## src/rtl/riscv_cpu_pkg.sv

```systemverilog
// Shared CPU definitions used by the data-memory path.
// Provides the memory port count, the port-ID type, the IF/LSU port constants,
// the memory data width and the arbiter lock-state encoding.
package riscv_cpu_pkg;

  localparam int unsigned NUM_MEM_PORTS  = 2;
  localparam int unsigned MEM_DATA_WIDTH = 32;

  typedef logic [0:0] mem_port_id_t;

  localparam mem_port_id_t MEM_PORT_IF  = 1'b0;
  localparam mem_port_id_t MEM_PORT_LSU = 1'b1;

  // Arbiter lock: which port (if any) owns the memory request until granted.
  typedef enum logic [1:0] {
    LOCK_NONE = 2'd0,
    LOCK_IF   = 2'd1,
    LOCK_LSU  = 2'd2
  } lock_state_e;

endpackage

```

## src/rtl/mem_id_fifo.sv

```systemverilog
// In-order FIFO of memory port IDs.
// Ports:
//   clk_i, rst_ni     clock, asynchronous active-low reset
//   push_i, push_id_i write an ID (ignored when full)
//   pop_i             drop the head entry (ignored when empty)
//   head_o            ID at the head of the FIFO
//   full_o, empty_o   occupancy flags from registered state
//   count_o           occupancy, 0..DEPTH (DEPTH legal range 1..4)
module mem_id_fifo
  import riscv_cpu_pkg::*;
#(
  parameter int unsigned DEPTH = 2
) (
  input  logic         clk_i,
  input  logic         rst_ni,
  input  logic         push_i,
  input  mem_port_id_t push_id_i,
  input  logic         pop_i,
  output mem_port_id_t head_o,
  output logic         full_o,
  output logic         empty_o,
  output logic [2:0]   count_o
);

  localparam int unsigned PW = (DEPTH > 1) ? $clog2(DEPTH) : 1;

  mem_port_id_t    mem_q [DEPTH];
  logic [PW-1:0]   wr_ptr_q;
  logic [PW-1:0]   rd_ptr_q;
  logic [2:0]      count_q;
  logic            do_push;
  logic            do_pop;

  // Pointers wrap modulo DEPTH, which need not be a power of two.
  function automatic logic [PW-1:0] ptr_inc(input logic [PW-1:0] p);
    if (p == PW'(DEPTH - 1)) begin
      return '0;
    end
    return p + 1'b1;
  endfunction

  assign full_o  = (count_q == 3'(DEPTH));
  assign empty_o = (count_q == 3'd0);
  assign count_o = count_q;
  assign head_o  = mem_q[rd_ptr_q];
  assign do_push = push_i && !full_o;
  assign do_pop  = pop_i && !empty_o;

  always_ff @(posedge clk_i or negedge rst_ni) begin
    if (!rst_ni) begin
      wr_ptr_q <= '0;
      rd_ptr_q <= '0;
      count_q  <= '0;
      for (int unsigned i = 0; i < DEPTH; i++) begin
        mem_q[i] <= '0;
      end
    end else begin
      if (do_push) begin
        mem_q[wr_ptr_q] <= push_id_i;
        wr_ptr_q        <= ptr_inc(wr_ptr_q);
      end
      if (do_pop) begin
        rd_ptr_q <= ptr_inc(rd_ptr_q);
      end
      case ({do_push, do_pop})
        2'b10:   count_q <= count_q + 3'd1;
        2'b01:   count_q <= count_q - 3'd1;
        default: count_q <= count_q;
      endcase
    end
  end

endmodule

```

## src/rtl/data_mem_arbiter.sv

```systemverilog
// Shares the single data-memory port between instruction fetch (port 0) and
// the load/store unit (port 1) with round-robin arbitration. The selected
// request is locked until granted; granted port IDs are queued in order so
// each memory response is routed back to its owner.
// Ports:
//   clk_i, rst_ni          clock, asynchronous active-low reset
//   req_i/gnt_o/rvalid_o   per-port handshake (bit n = port n)
//   addr_i/we_i/wdata_i    per-port request payload, port n at slice n
//   rdata_o                response data broadcast to both ports
//   data_*                 memory-side req/gnt/rvalid interface
//   outstanding_o          responses still owed by memory
//   err_o                  sticky: memory response with nothing outstanding
module data_mem_arbiter
  import riscv_cpu_pkg::*;
#(
  parameter int unsigned MAX_OUTSTANDING = 2,
  parameter int unsigned DATA_WIDTH      = MEM_DATA_WIDTH
) (
  input  logic                               clk_i,
  input  logic                               rst_ni,
  input  logic [NUM_MEM_PORTS-1:0]           req_i,
  output logic [NUM_MEM_PORTS-1:0]           gnt_o,
  output logic [NUM_MEM_PORTS-1:0]           rvalid_o,
  input  logic [NUM_MEM_PORTS*32-1:0]        addr_i,
  input  logic [NUM_MEM_PORTS-1:0]           we_i,
  input  logic [NUM_MEM_PORTS*DATA_WIDTH-1:0] wdata_i,
  output logic [DATA_WIDTH-1:0]              rdata_o,
  output logic                               data_req_o,
  input  logic                               data_gnt_i,
  input  logic                               data_rvalid_i,
  output logic [31:0]                        data_addr_o,
  output logic                               data_we_o,
  output logic [DATA_WIDTH-1:0]              data_wdata_o,
  input  logic [DATA_WIDTH-1:0]              data_rdata_i,
  output logic [2:0]                         outstanding_o,
  output logic                               err_o
);

  lock_state_e  lock_q;
  lock_state_e  lock_d;
  mem_port_id_t prio_q;
  mem_port_id_t sel;
  mem_port_id_t head_id;
  logic         sel_valid;
  logic         lock_hold;
  logic         fifo_full;
  logic         fifo_empty;
  logic         grant;
  logic         pop;
  logic         err_q;

  // Selection. A lock whose port has dropped its request is ignored so a
  // misbehaving requester cannot wedge the arbiter.
  always_comb begin
    lock_hold = 1'b0;
    sel_valid = 1'b0;
    sel       = MEM_PORT_IF;
    if (lock_q == LOCK_IF && req_i[MEM_PORT_IF]) begin
      lock_hold = 1'b1;
      sel_valid = 1'b1;
      sel       = MEM_PORT_IF;
    end else if (lock_q == LOCK_LSU && req_i[MEM_PORT_LSU]) begin
      lock_hold = 1'b1;
      sel_valid = 1'b1;
      sel       = MEM_PORT_LSU;
    end else begin
      sel_valid = |req_i;
      if (req_i == 2'b11) begin
        sel = prio_q;
      end else if (req_i[MEM_PORT_LSU]) begin
        sel = MEM_PORT_LSU;
      end else begin
        sel = MEM_PORT_IF;
      end
    end
  end

  // Full is taken from registered occupancy: no rvalid -> req path.
  assign data_req_o = rst_ni && sel_valid && !fifo_full;
  assign grant      = data_req_o && data_gnt_i;
  assign gnt_o      = grant ? (2'b01 << sel) : '0;

  always_comb begin
    data_addr_o  = '0;
    data_we_o    = 1'b0;
    data_wdata_o = '0;
    if (sel_valid) begin
      if (sel == MEM_PORT_LSU) begin
        data_addr_o  = addr_i[63:32];
        data_we_o    = we_i[1];
        data_wdata_o = wdata_i[2*DATA_WIDTH-1:DATA_WIDTH];
      end else begin
        data_addr_o  = addr_i[31:0];
        data_we_o    = we_i[0];
        data_wdata_o = wdata_i[DATA_WIDTH-1:0];
      end
    end
  end

  // Lock next state.
  always_comb begin
    lock_d = LOCK_NONE;
    if (grant) begin
      lock_d = LOCK_NONE;
    end else if (data_req_o) begin
      lock_d = (sel == MEM_PORT_LSU) ? LOCK_LSU : LOCK_IF;
    end else if (lock_hold) begin
      lock_d = lock_q;
    end
  end

  assign pop      = data_rvalid_i && !fifo_empty;
  assign rvalid_o = pop ? (2'b01 << head_id) : '0;
  assign rdata_o  = data_rdata_i;
  assign err_o    = err_q;

  always_ff @(posedge clk_i or negedge rst_ni) begin
    if (!rst_ni) begin
      lock_q <= LOCK_NONE;
      prio_q <= MEM_PORT_IF;
      err_q  <= 1'b0;
    end else begin
      lock_q <= lock_d;
      if (grant) begin
        prio_q <= ~sel;
      end
      if (data_rvalid_i && fifo_empty) begin
        err_q <= 1'b1;
      end
    end
  end

  mem_id_fifo #(
    .DEPTH (MAX_OUTSTANDING)
  ) u_id_fifo (
    .clk_i     (clk_i),
    .rst_ni    (rst_ni),
    .push_i    (grant),
    .push_id_i (sel),
    .pop_i     (pop),
    .head_o    (head_id),
    .full_o    (fifo_full),
    .empty_o   (fifo_empty),
    .count_o   (outstanding_o)
  );

endmodule

```

## config.mk

```make
export PLATFORM = sky130hd
export DESIGN_NAME = data_mem_arbiter
export DESIGN_NICKNAME = d
export VERILOG_FILES = /design/src/rtl/riscv_cpu_pkg.sv /design/src/rtl/mem_id_fifo.sv /design/src/rtl/data_mem_arbiter.sv
export SDC_FILE = /design/constraint.sdc
export NUM_CORES = 1
export LEC_CHECK = 0
export CELL_PAD_IN_SITES_DETAIL_PLACEMENT = 1
export CELL_PAD_IN_SITES_GLOBAL_PLACEMENT = 1
export CORE_AREA = 2 2 106 108
export DETAILED_ROUTE_END_ITERATION = 16
export DIE_AREA = 0 0 108 110
export DONT_BUFFER_PORTS = 1
export PLACE_DENSITY_LB_ADDON = 0.3
export SLEW_MARGIN = 20
export SYNTH_ARGS = -nofsm -noshare
export SYNTH_HDL_FRONTEND = slang
export SYNTH_SLANG_ARGS = --single-unit
export TNS_END_PERCENT = 50
```

## constraint.sdc

```tcl
create_clock -name clk_i -period 5.9 [get_ports clk_i]
set_input_delay 1.18 -clock clk_i [delete_from_list [all_inputs] [get_ports clk_i]]
set_output_delay 1.18 -clock clk_i [all_outputs]
set_load 0.005 [all_outputs]
```

======== Word-level counts from Yosys, hierarchy flattened ========
Cells that the tools add are included.
word-level totals
  bits in registers ....................... 11
  bits in latches ......................... 0
  RAM bits ................................ 0
  ROM bits ................................ 0
  output and inout port bits .............. 106
  logic and storage cells ................. 77
  memories ................................ 0
operators by class
  add/subtract/negate cells ............... 4
  multipliers ............................. 0
  divide/modulo/power cells ............... 0
  order comparisons ....................... 3
  equal/unequal tests ..................... 7
  shifts and indexed selects .............. 2
  multiplexer cells ....................... 35
  bitwise operators ....................... 3
  reduce and logical (&&, ||, !) cells .... 15
operators by type and width
  kind                                                         count
  two-way mux 32 bit                                           4
  two-way mux 1 bit                                            22
  two-way mux 2 bit                                            6
  logical AND 1 bit                                            10
  == test 2 bit (second input constant)                        3
  case mux 3 bit (2 select lines)                              1
  == test 2 x 1 -> 1 bit (second input constant)               2
  >= comparator 2 bit (second input constant)                  2
  inverter 1 -> 2 bit                                          2
  left shift 1 x 1 -> 2 bit (first input constant)             2
  adder 3 x 1 -> 3 bit (second input constant)                 1
  == test 3 x 2 -> 1 bit (second input constant)               1
  zero test 3 bit                                              1
  != test 3 x 2 -> 1 bit (second input constant)               1
  subtractor 3 x 1 -> 3 bit (second input constant)            1
  adder 1 bit (second input constant)                          2
  bitwise mux 2 bit                                            1
  zero test 1 bit                                              2
  less-than comparator 2 x 1 -> 1 bit (second input constant)  1
  nonzero test 2 bit                                           1
  OR reduction 2 bit                                           1
  demux 1 bit (select 1 bit)                                   1
  inverter 1 bit                                               1

======== Longest topological paths before layout ========
Gate-level depths: netlist (run 1).
  depth after elaboration ................. 10
  gate-level depth with buffers ........... 10

======== Hierarchy ========
From an unflattened synthesis (run 1), not the netlist that was laid out.
second synthesis, totals
  cell total of the unflattened synthesis .. 172
  area, all modules ....................... 1584.0 um^2
by module, submodules not included
  module            instances  cells each  area an instance (um^2)  seq. area each (um^2)
  data_mem_arbiter  1          142         1209.9                   100.1
  mem_id_fifo       1          30          374.1                    175.2

======== Worst setup path after synthesis (run 1) ========
OpenSTA, ideal clock, no wires.
  kind .................................... input to output
  start ................................... input req_i[0]
  end ..................................... output data_addr_o[0]
  arrival ................................. 2.058 ns
  data required time ...................... 4.720 ns
  path slack .............................. 2.662 ns
  stages on the path ...................... 5
  path buffers ............................ 2
  cell sequence ........................... inv_1 > o31a_1 > buf_2 > buf_4 > a22o_1
between the ends
  longest elaborated chain between the ends .. 6
  elaborated cells on any way between the ends .. 10
ends and longest elaborated chain
  element               RTL line                text
  start: declaration    data_mem_arbiter.sv:21  input logic [NUM_MEM_PORTS-1:0] req_i,
  == test 2 bit         data_mem_arbiter.sv:68  if (req_i == 2'b11) begin
  two-way mux 1 bit     data_mem_arbiter.sv:68
  two-way mux 1 bit     data_mem_arbiter.sv:62  end else if (lock_q == LOCK_LSU && req_i[MEM_PORT_LSU]) begin
  two-way mux 1 bit     data_mem_arbiter.sv:58  if (lock_q == LOCK_IF && req_i[MEM_PORT_IF]) begin
  two-way mux 32 bit    data_mem_arbiter.sv:88  if (sel == MEM_PORT_LSU) begin
  two-way mux 32 bit *  data_mem_arbiter.sv:87  if (sel_valid) begin
  end: declaration      data_mem_arbiter.sv:31  output logic [31:0] data_addr_o,
Mark *: on every way between the ends. The rest lies on a longest branch, timed or not.

======== Final worst setup path (run 1) ========
  start ................................... input req_i[0]
  end ..................................... output data_addr_o[16]
Same word-level chain as after synthesis.

==> run summary, run 1 <==
final WL = 5460 um
Post-CTS Setup Bufs = 0
largest family of logic cells by synthesized area = compound AO/OA/AOI/OAI gates
Synth Area in XOR/XNOR = 2.86%
Ports = 274
Die Width = 108 um
Netlist cell types = 34
DRC Markers = 0
Final #Nets = 301
Max-Cap Viols = 0
power density over cell area = 346 nW/um2
Die Ht = 110 um
crit-path cells = inv_1 > o31a_2 > buf_4 > a22o_1
CTS root buffer = clkbuf_8
Synth Area in Simple Gates = 5.81%
clock-pin transition on the worst setup and hold timing paths = 0.05 ns
CTS Hold Bufs = 0
P&R area growth vs syn = -6.87%
hpwl dp = 4630 um
total track usage = 7.41%
Period minus WS final = 3.74 ns
syn_area_per_cell = 8.90 um2
first-pass iteration count of the detailed router = 4
mux cell area share after synthesis = 3.52%
placed insts = 266
initial antenna violation count = 0
status = completed
largest net degree at the start of global routing = 61
initial drt markers = 42
Worst R2R End = u_id_fifo.count_o[2]
CTS resizes = 0
Rows = 38
predominant post-synthesis flop cell = dfrtp_1
Final setup viols = 0
Num CTS Buffers = 3
Antenna diodes = 0
vias in the first global route = 1164
layout cells sized above 1 = 7.69%
R2R Setup Slk = 3.51 ns
Worst Hold Class = reg -> reg
fin util = 13.3%
synthesized area = 1530 um2
first-pass GRT wire length = 6690 um
IO Port Bufs = 0
Max rail drop VDD = 0.120 mV
flops & latches, synth = 11
relative slew slack = 60.7%
critical path required time = 4.72 ns
Critical R2R Launch = u_id_fifo.count_o[0]
Crit Path Category = in -> out
reg2reg path depth = 8
grt ovf = 0
Crit-path slowest cell = o31a_2
worst-case clock buffer depth = 2
startpoint types = primary input
worst hold margin = 0.480 ns
RSZ-0062 raised after global routing = false
core box area = 10700 um2
max incr delay on CP = 0.54 ns
Hold Path Depth = 1
fraction of registers with async set/reset = 100%
Fin. Hold Viols = 0
worst-path maximum fanout = 41
Tcrit/Tclk final = 63.4%
CTS sink cnt = 11
worst clock skew = 0.00301 ns
post-synth net total = 342
initial core utilization = 14.3%
Fin Setup TNS = 0 ns
placer congestion estimate = 0.720
Compound-Gate Fraction of Synth Area = 43.3%
DR vias = 1289
worst path arrival time = 2.56 ns
Slew Viols, Final = 0
Synth Area in Adders = 2.13%
Die ar. = 11900 um2
post-route ant nets = 0
sequential-to-total area share from yosys stat = 18.0%
TritonCTS clock tree = yes
total chip power = 0.000493 W
worst-margin pin slew = 0.589 ns
final non-filler cell total = 270
Routed wire per std cell = 20.2 um
Post-synth EDFFs = 0
min-delay src = u_id_fifo.wr_ptr_q
Fmax = 0.267 GHz
vias per cell = 4.77
CP endpoint kind = output port
post-synthesis cell count = 172
Leak Pwr = 0.592 nW
# fillers = 1277
H-tree Lvls = 1
end of the worst hold path = u_id_fifo.wr_ptr_q
Clock Latency Late Sink = 0.23 ns
Yosys warning total = 0
## power breakdown
group,leakage [nW],switching (W),internal [W],total (W)
Combinational,0.438,0.000151,0.000123,0.000274
Clock,0.0228,0.0000272,0.0000474,0.0000745
Sequential,0.131,0.0000345,0.000110,0.000144
Total,0.592,0.000213,0.000280,0.000493
## layout by cell type (no fill, tap or decap), drive strengths merged, types with 2 or more instances in the layout
master,Yosys,final
a21oi,2,2
a22o,65,65
buf,42,2
clkbuf,6,4
dfrtp,11,11
inv,8,8
mux2,3,3
mux2i,2,2
nand2,2,2
nand2b,2,2
nand3b,2,2
nor2,5,5
o31a,2,2
o31ai,2,2
or3b,2,2
xnor2,3,3
xor2,2,2
## stage by stage
step	area, um2	setup slack [ns]
after floorplan	1530	2.66
after global placement	1380	2.22
after detailed placement	1380	2.13
after CTS	1430	2.14
after global routing	1430	2.00
final	1430	2.16
## critical path, delay by kind of cell
family	cells	cell delay (ns)
buf+inv	2	0.56
compound gates	2	0.81
## worst max-delay path by stage
stage / start / to / slack, ns / depth (start not counted)
detailed placement: req_i[0] / data_addr_o[28] / 2.13 / 4
floorplan: req_i[0] / data_addr_o[0] / 2.66 / 5
global placement: req_i[0] / data_addr_o[28] / 2.22 / 4
global route: req_i[0] / data_addr_o[26] / 2.00 / 4
finish: req_i[0] / data_addr_o[16] / 2.16 / 4
CTS: req_i[0] / data_addr_o[28] / 2.14 / 4
## logic make-up (layout without fill, tap and decap cells)
kind of cell               after synthesis  in the layout
AOI/OAI and AO/OA                       77             77
xor gates and xnor gates                 5              5
adders and majority gates                2              2
buffers and inverters                   56             14
DFF                                     11             11
muxes                                    5              5
and+or+nand+nor                         16             16
## synth_stat cells, drive strengths merged, types with 3 or more instances
cell | instances | area share (%)
a22o | 65 | 37
buf | 42 | 21
dfrtp | 11 | 18
inv | 8 | 2.0
clkbuf | 6 | 1.6
nor2 | 5 | 1.2
mux2 | 3 | 2.2
xnor2 | 3 | 1.7
## registers in the layout, indices dropped and copies added, names as in the netlist
name                flops
u_id_fifo.count_o       3
u_id_fifo.wr_ptr_q      1
err_o                   1
u_id_fifo.mem_q         2
prio_q                  1
lock_q                  2
u_id_fifo.rd_ptr_q      1
## layout make-up
type                    instances  area (um2)  area share, %
well taps                     140         175           12.3
clock buffers                   4        45.0           3.16
flip-flops and latches         11         275           19.3
inverters                       8        30.0           2.11
repair buffers                  2        15.0           1.05
multi-input cells             105         885           62.1
## metal layers
metal | up-vias | global-route usage, % | wire [um]
li1 | 543 | - | -
met1 | 625 | 10.1 | 2210
met2 | 115 | 12.3 | 2760
met3 | 6 | 0.588 | 434
met4 | 0 | 2.66 | 48
met5 | - | 0 | 0
No activity file was read; power rests on OpenSTA's default activity.
==> run 2, diff against run 1 <==
- CORE_AREA: 2 2 106 108 -> 2 2 107 109
- DIE_AREA: 0 0 108 110 -> 0 0 109 111
- clock period: 5.9 -> 3.9 ns (I/O delays scaled with it)
==> run 2 against run 1 <==
  * Sequential power rose by 51%
  * Sequential share of layout area decreased by 0.69 points
  * Largest cell class unchanged
  * Combinational power rose by 52%
==> run summary, run 2 (synthesis gave the netlist of run 1 again) <==
Rows = 39
Antenna diodes = 0
Clock Power Share = 23.0%
commonest non-fill, non-tap cells in the layout = a22o_1, dfrtp_1, inv_1
Tcrit/Tclk final = 72.8%
H-tree Lvls = 1
initial drt markers = 37
P_int = 0.000494 W
CP endpoint kind = output port
core box area = 11100 um2
fin util = 13.3%
Die Ht = 111 um
TritonCTS clock tree = yes
reg2reg path depth = 8
R2R Setup Slk = 1.44 ns
worst-path maximum fanout = 37
Crit Path Category = reg -> out
crit path from = lock_q[1]
DRC Markers = 0
Post-CTS Setup Bufs = 0
largest net degree at the start of global routing = 38
Fmax = 0.352 GHz
vias in the first global route = 1266
grt ovf = 0
Max rail drop VDD = 0.163 mV
critical path required time = 3.12 ns
Flop pwr share = 26.4%
max FFs per register = 3
initial antenna violation count = 0
placed insts = 271
worst-margin pin slew = 0.727 ns
startpoint types = flop
Max-Cap Viols = 0
Ports = 274
CTS sink cnt = 11
initial core utilization = 13.8%
Critical R2R Launch = u_id_fifo.count_o[0]
Switch Pwr = 0.000329 W
Die ar. = 12100 um2
worst clock skew = 0.00385 ns
Placed Area = 1400 um2
Comb pwr share = 50.5%
Worst Hold Class = in -> async
Leak Pwr = 0.617 nW
CTS Hold Bufs = 0
CTS resizes = 0
total track usage = 8.63%
relative slew slack = 51.6%
Final #Nets = 303
final non-filler cell total = 275
worst-case clock buffer depth = 2
first-pass iteration count of the detailed router = 4
IO Port Bufs = 0
first-pass GRT wire length = 7730 um
Num CTS Buffers = 3
post-route ant nets = 0
Final setup viols = 0
DR vias = 1287
placer congestion estimate = 0.698
P&R area growth vs syn = -3.43%
Final Instance Area = 1480 um2
power density over cell area = 557 nW/um2
RSZ-0062 raised after global routing = false
Routed wire per std cell = 21.6 um
status = completed
commonest non-fill, non-tap cell in the layout = a22o_1
Slew Viols, Final = 0
Fin. Hold Viols = 0
clock-pin transition on the worst setup and hold timing paths = 0.04 ns
CTS root buffer = clkbuf_16
Period minus WS final = 2.84 ns
hpwl dp = 5150 um
Clock Latency Late Sink = 0.24 ns
Fin Setup TNS = 0 ns
final WL = 5950 um
layout cells sized above 1 = 9.09%
Worst R2R End = u_id_fifo.count_o[2]
worst path arrival time = 2.06 ns
vias per cell = 4.68
Sw Ratio = 39.9%
Die Width = 109 um
CP endpoint = data_we_o
run 2: cell types whose count changed in the layout (fill, tap and decap cells not counted), sizes merged:
cell  before  now
buf        2    4
run 2: cell type report:
type                    count  area (um2)
flip-flops and latches     11         275
well taps                 143         179
clock buffers               4        78.8
fillers                  1302        9600
inverters                   8        30.0
multi-input cells         105         885
repair buffers              4        30.0
run 2: worst min-delay path by stage:
stage                            to  slack (ns)  cells after the start
3_3_place_gp     u_id_fifo.wr_ptr_q        0.46                      1
4_1_cts          u_id_fifo.mem_q[0]        0.23                      0
3_5_place_dp     u_id_fifo.wr_ptr_q        0.46                      1
5_1_grt        u_id_fifo.count_o[0]        0.22                      0
6_report         u_id_fifo.mem_q[0]        0.23                      0
2_1_floorplan    u_id_fifo.wr_ptr_q        0.45                      1
run 2: power by group through the flow:
| stage | Sequential (W) | Clock [W] | Combinational [W] |
|---|---|---|---|
| 3_3_place_gp | 0.000220 | 0 | 0.000417 |
| 4_1_cts | 0.000219 | 0.000194 | 0.000426 |
| 6_report | 0.000218 | 0.000189 | 0.000416 |
| 2_1_floorplan | 0.000206 | 0 | 0.000399 |
| 3_5_place_dp | 0.000221 | 0 | 0.000425 |
| 5_1_grt | 0.000231 | 0.000202 | 0.000475 |
run 2: metal layers:
| layer | global-route usage [%] | part of all wire, % | routed length (um) | vias up |
|---|---|---|---|---|
| met5 | 0 | 0 | 0 | - |
| li1 | - | - | - | 543 |
| met1 | 11.3 | 40 | 2410 | 615 |
| met2 | 13.7 | 48 | 2860 | 115 |
| met4 | 3.68 | 2.0 | 119 | 0 |
| met3 | 1.59 | 9.4 | 561 | 14 |
run 2: critical path, stage by stage (launching register included):
cell	delay, ns
dfrtp_1	0.43
a21boi_1	0.15
o31a_2	0.62
buf_4	0.37
a22o_1	0.23
run 2: per-stage QoR:
stage                     hold WS, ns  power [W]  worst slack, ns
after CTS                       0.229   0.000840             1.05
after floorplan                 0.446   0.000605             1.46
after global routing            0.224   0.000908            0.902
after detailed placement        0.464   0.000646             1.06
after global placement          0.460   0.000637             1.13
final                           0.234   0.000823             1.06
==> run 3, diff against run 2 <==
- clock period: 3.9 -> 2.63 ns (I/O delays scaled with it)
==> run 3 against run 2 <==
  * Flip-flop and latch count did not move
  * Critical path type unchanged
  * Sequential share of layout area fell by 0.28 points
  * Routed wire length down 3.2%
  * Combinational power up 55%
  * Clock-buffer cell count is the same
==> run summary, run 3 (synthesis gave the netlist of run 1 again) <==
Highest Signal Layer = met4
Max-Cap Viols = 0
Post-CTS Setup Bufs = 0
relative slew slack = 64.7%
vias in the first global route = 1192
Final setup viols = 0
# fillers = 1300
max FFs per register = 3
Leak Pwr = 0.624 nW
CTS root buffer = clkbuf_16
H-tree Lvls = 1
Num CTS Buffers = 3
Ports = 274
TritonCTS clock tree = yes
IO Port Bufs = 0
final non-filler cell total = 276
end of the worst hold path = lock_q[1]
CTS resizes = 0
initial core utilization = 13.8%
first-pass iteration count of the detailed router = 4
worst-margin pin slew = 0.528 ns
hpwl dp = 4920 um
reg2reg path depth = 8
commonest non-fill, non-tap cell in the layout = a22o_1
placer congestion estimate = 0.768
worst hold margin = 0.378 ns
Die Ht = 111 um
Tcrit/Tclk final = 86.5%
CP endpoint kind = output port
Critical R2R Launch = u_id_fifo.count_o[0]
Die ar. = 12100 um2
worst-path maximum fanout = 43
Worst R2R End = u_id_fifo.count_o[2]
met3 wire length = 716 um
CP bufs+invs = 1
Crit Path Category = reg -> out
post-route ant nets = 0
Crit-path slowest cell = dfrtp_1
placed insts = 271
layout cells sized above 1 = 9.02%
worst clock skew = 0.00497 ns
core box area = 11100 um2
min-delay src = data_gnt_i
DRC Markers = 0
crit path from = prio_q
worst-case clock buffer depth = 2
clock-pin transition on the worst setup and hold timing paths = 0.04 ns
grt ovf = 0
max incr delay on CP = 0.43 ns
Fin. Hold Viols = 0
met2 WL post-DR = 2700 um
critical path required time = 2.10 ns
CTS sink cnt = 11
final setup margin = 0.355 ns
Antenna diodes = 0
final WL = 5760 um
Slew Viols, Final = 0
initial antenna violation count = 0
Period minus WS final = 2.27 ns
DR vias = 1323
first-pass GRT wire length = 7430 um
commonest non-fill, non-tap cells in the layout = a22o_1, dfrtp_1, inv_1
Worst Hold Class = in -> reg
total track usage = 8.28%
Place WS = 0.445 ns
status = completed
Hold Path Depth = 1
Fin Setup TNS = 0 ns
initial drt markers = 59
largest net degree at the start of global routing = 60
startpoint types = flop
Fmax = 0.440 GHz
Rows = 39
Max rail drop VDD = 0.276 mV
vias per cell = 4.79
P&R area growth vs syn = -1.96%
Clock Latency Late Sink = 0.24 ns
R2R Setup Slk = 0.44 ns
Routed wire per std cell = 20.9 um
RSZ-0062 raised after global routing = false
power density over cell area = 835 nW/um2
crit-path cells = and2_1 > o31a_2 > buf_4 > a22o_1
wl on met1 = 2280 um
Die Width = 109 um
CTS Hold Bufs = 1
worst path arrival time = 1.75 ns
Final #Nets = 304
delay-heaviest family, CP = compound AO/OA/AOI/OAI gates
[run 3: routing by layer]
metal | track usage [%] | vias up
met2 | 12.6 | 125
met4 | 2.82 | 0
met5 | 0 | -
li1 | - | 547
met1 | 10.9 | 639
met3 | 2.70 | 12
[run 3: report_power, final]
part / internal, W / total [W] / leakage (nW) / switching, W
Sequential: 0.000247 / 0.000328 / 0.131 / 0.0000811
Combinational: 0.000294 / 0.000644 / 0.456 / 0.000351
Clock: 0.000204 / 0.000281 / 0.0382 / 0.0000768
[run 3: worst max path at each step]
| stage | end | slack (ns) | cells past startpoint |
|---|---|---|---|
| CTS | data_we_o | 0.35 | 4 |
| finish | data_wdata_o[13] | 0.36 | 4 |
| global placement | u_id_fifo.count_o[2] | 0.51 | 8 |
| floorplan | u_id_fifo.count_o[2] | 0.47 | 10 |
| detailed placement | u_id_fifo.count_o[2] | 0.45 | 8 |
| global route | data_we_o | 0.26 | 4 |
[run 3: area by class of cell]
type	instances	area, um2	share of cell area [%]
Clock buffer	4	78.8	5.25
Tap cell	143	179	11.9
Multi-Input combinational cell	105	885	59.0
Inverter	8	30.0	2.00
Sequential cell	11	275	18.3
Timing Repair Buffer	5	52.6	3.50
[run 3: worst reg2reg max path, stage by stage (launching register included)]
cell and delay [ns]:
dfrtp_1 0.45, or3b_1 0.49, nand2b_1 0.14, ha_1 0.18, inv_1 0.06, fa_1 0.38
xor2_1 0.15, nor2_1 0.11, xor2_1 0.15
[run 3: metrics by stage]
| step | power [W] | util (%) | cell area [um2] |
|---|---|---|---|
| 5_1_grt | 0.00137 | 13.5 | 1500 |
| 3_3_place_gp | 0.000958 | 12.7 | 1410 |
| 4_1_cts | 0.00128 | 13.5 | 1500 |
| 3_5_place_dp | 0.000971 | 12.7 | 1410 |
| 6_report | 0.00125 | 13.5 | 1500 |
| 2_1_floorplan | 0.000897 | - | 1530 |
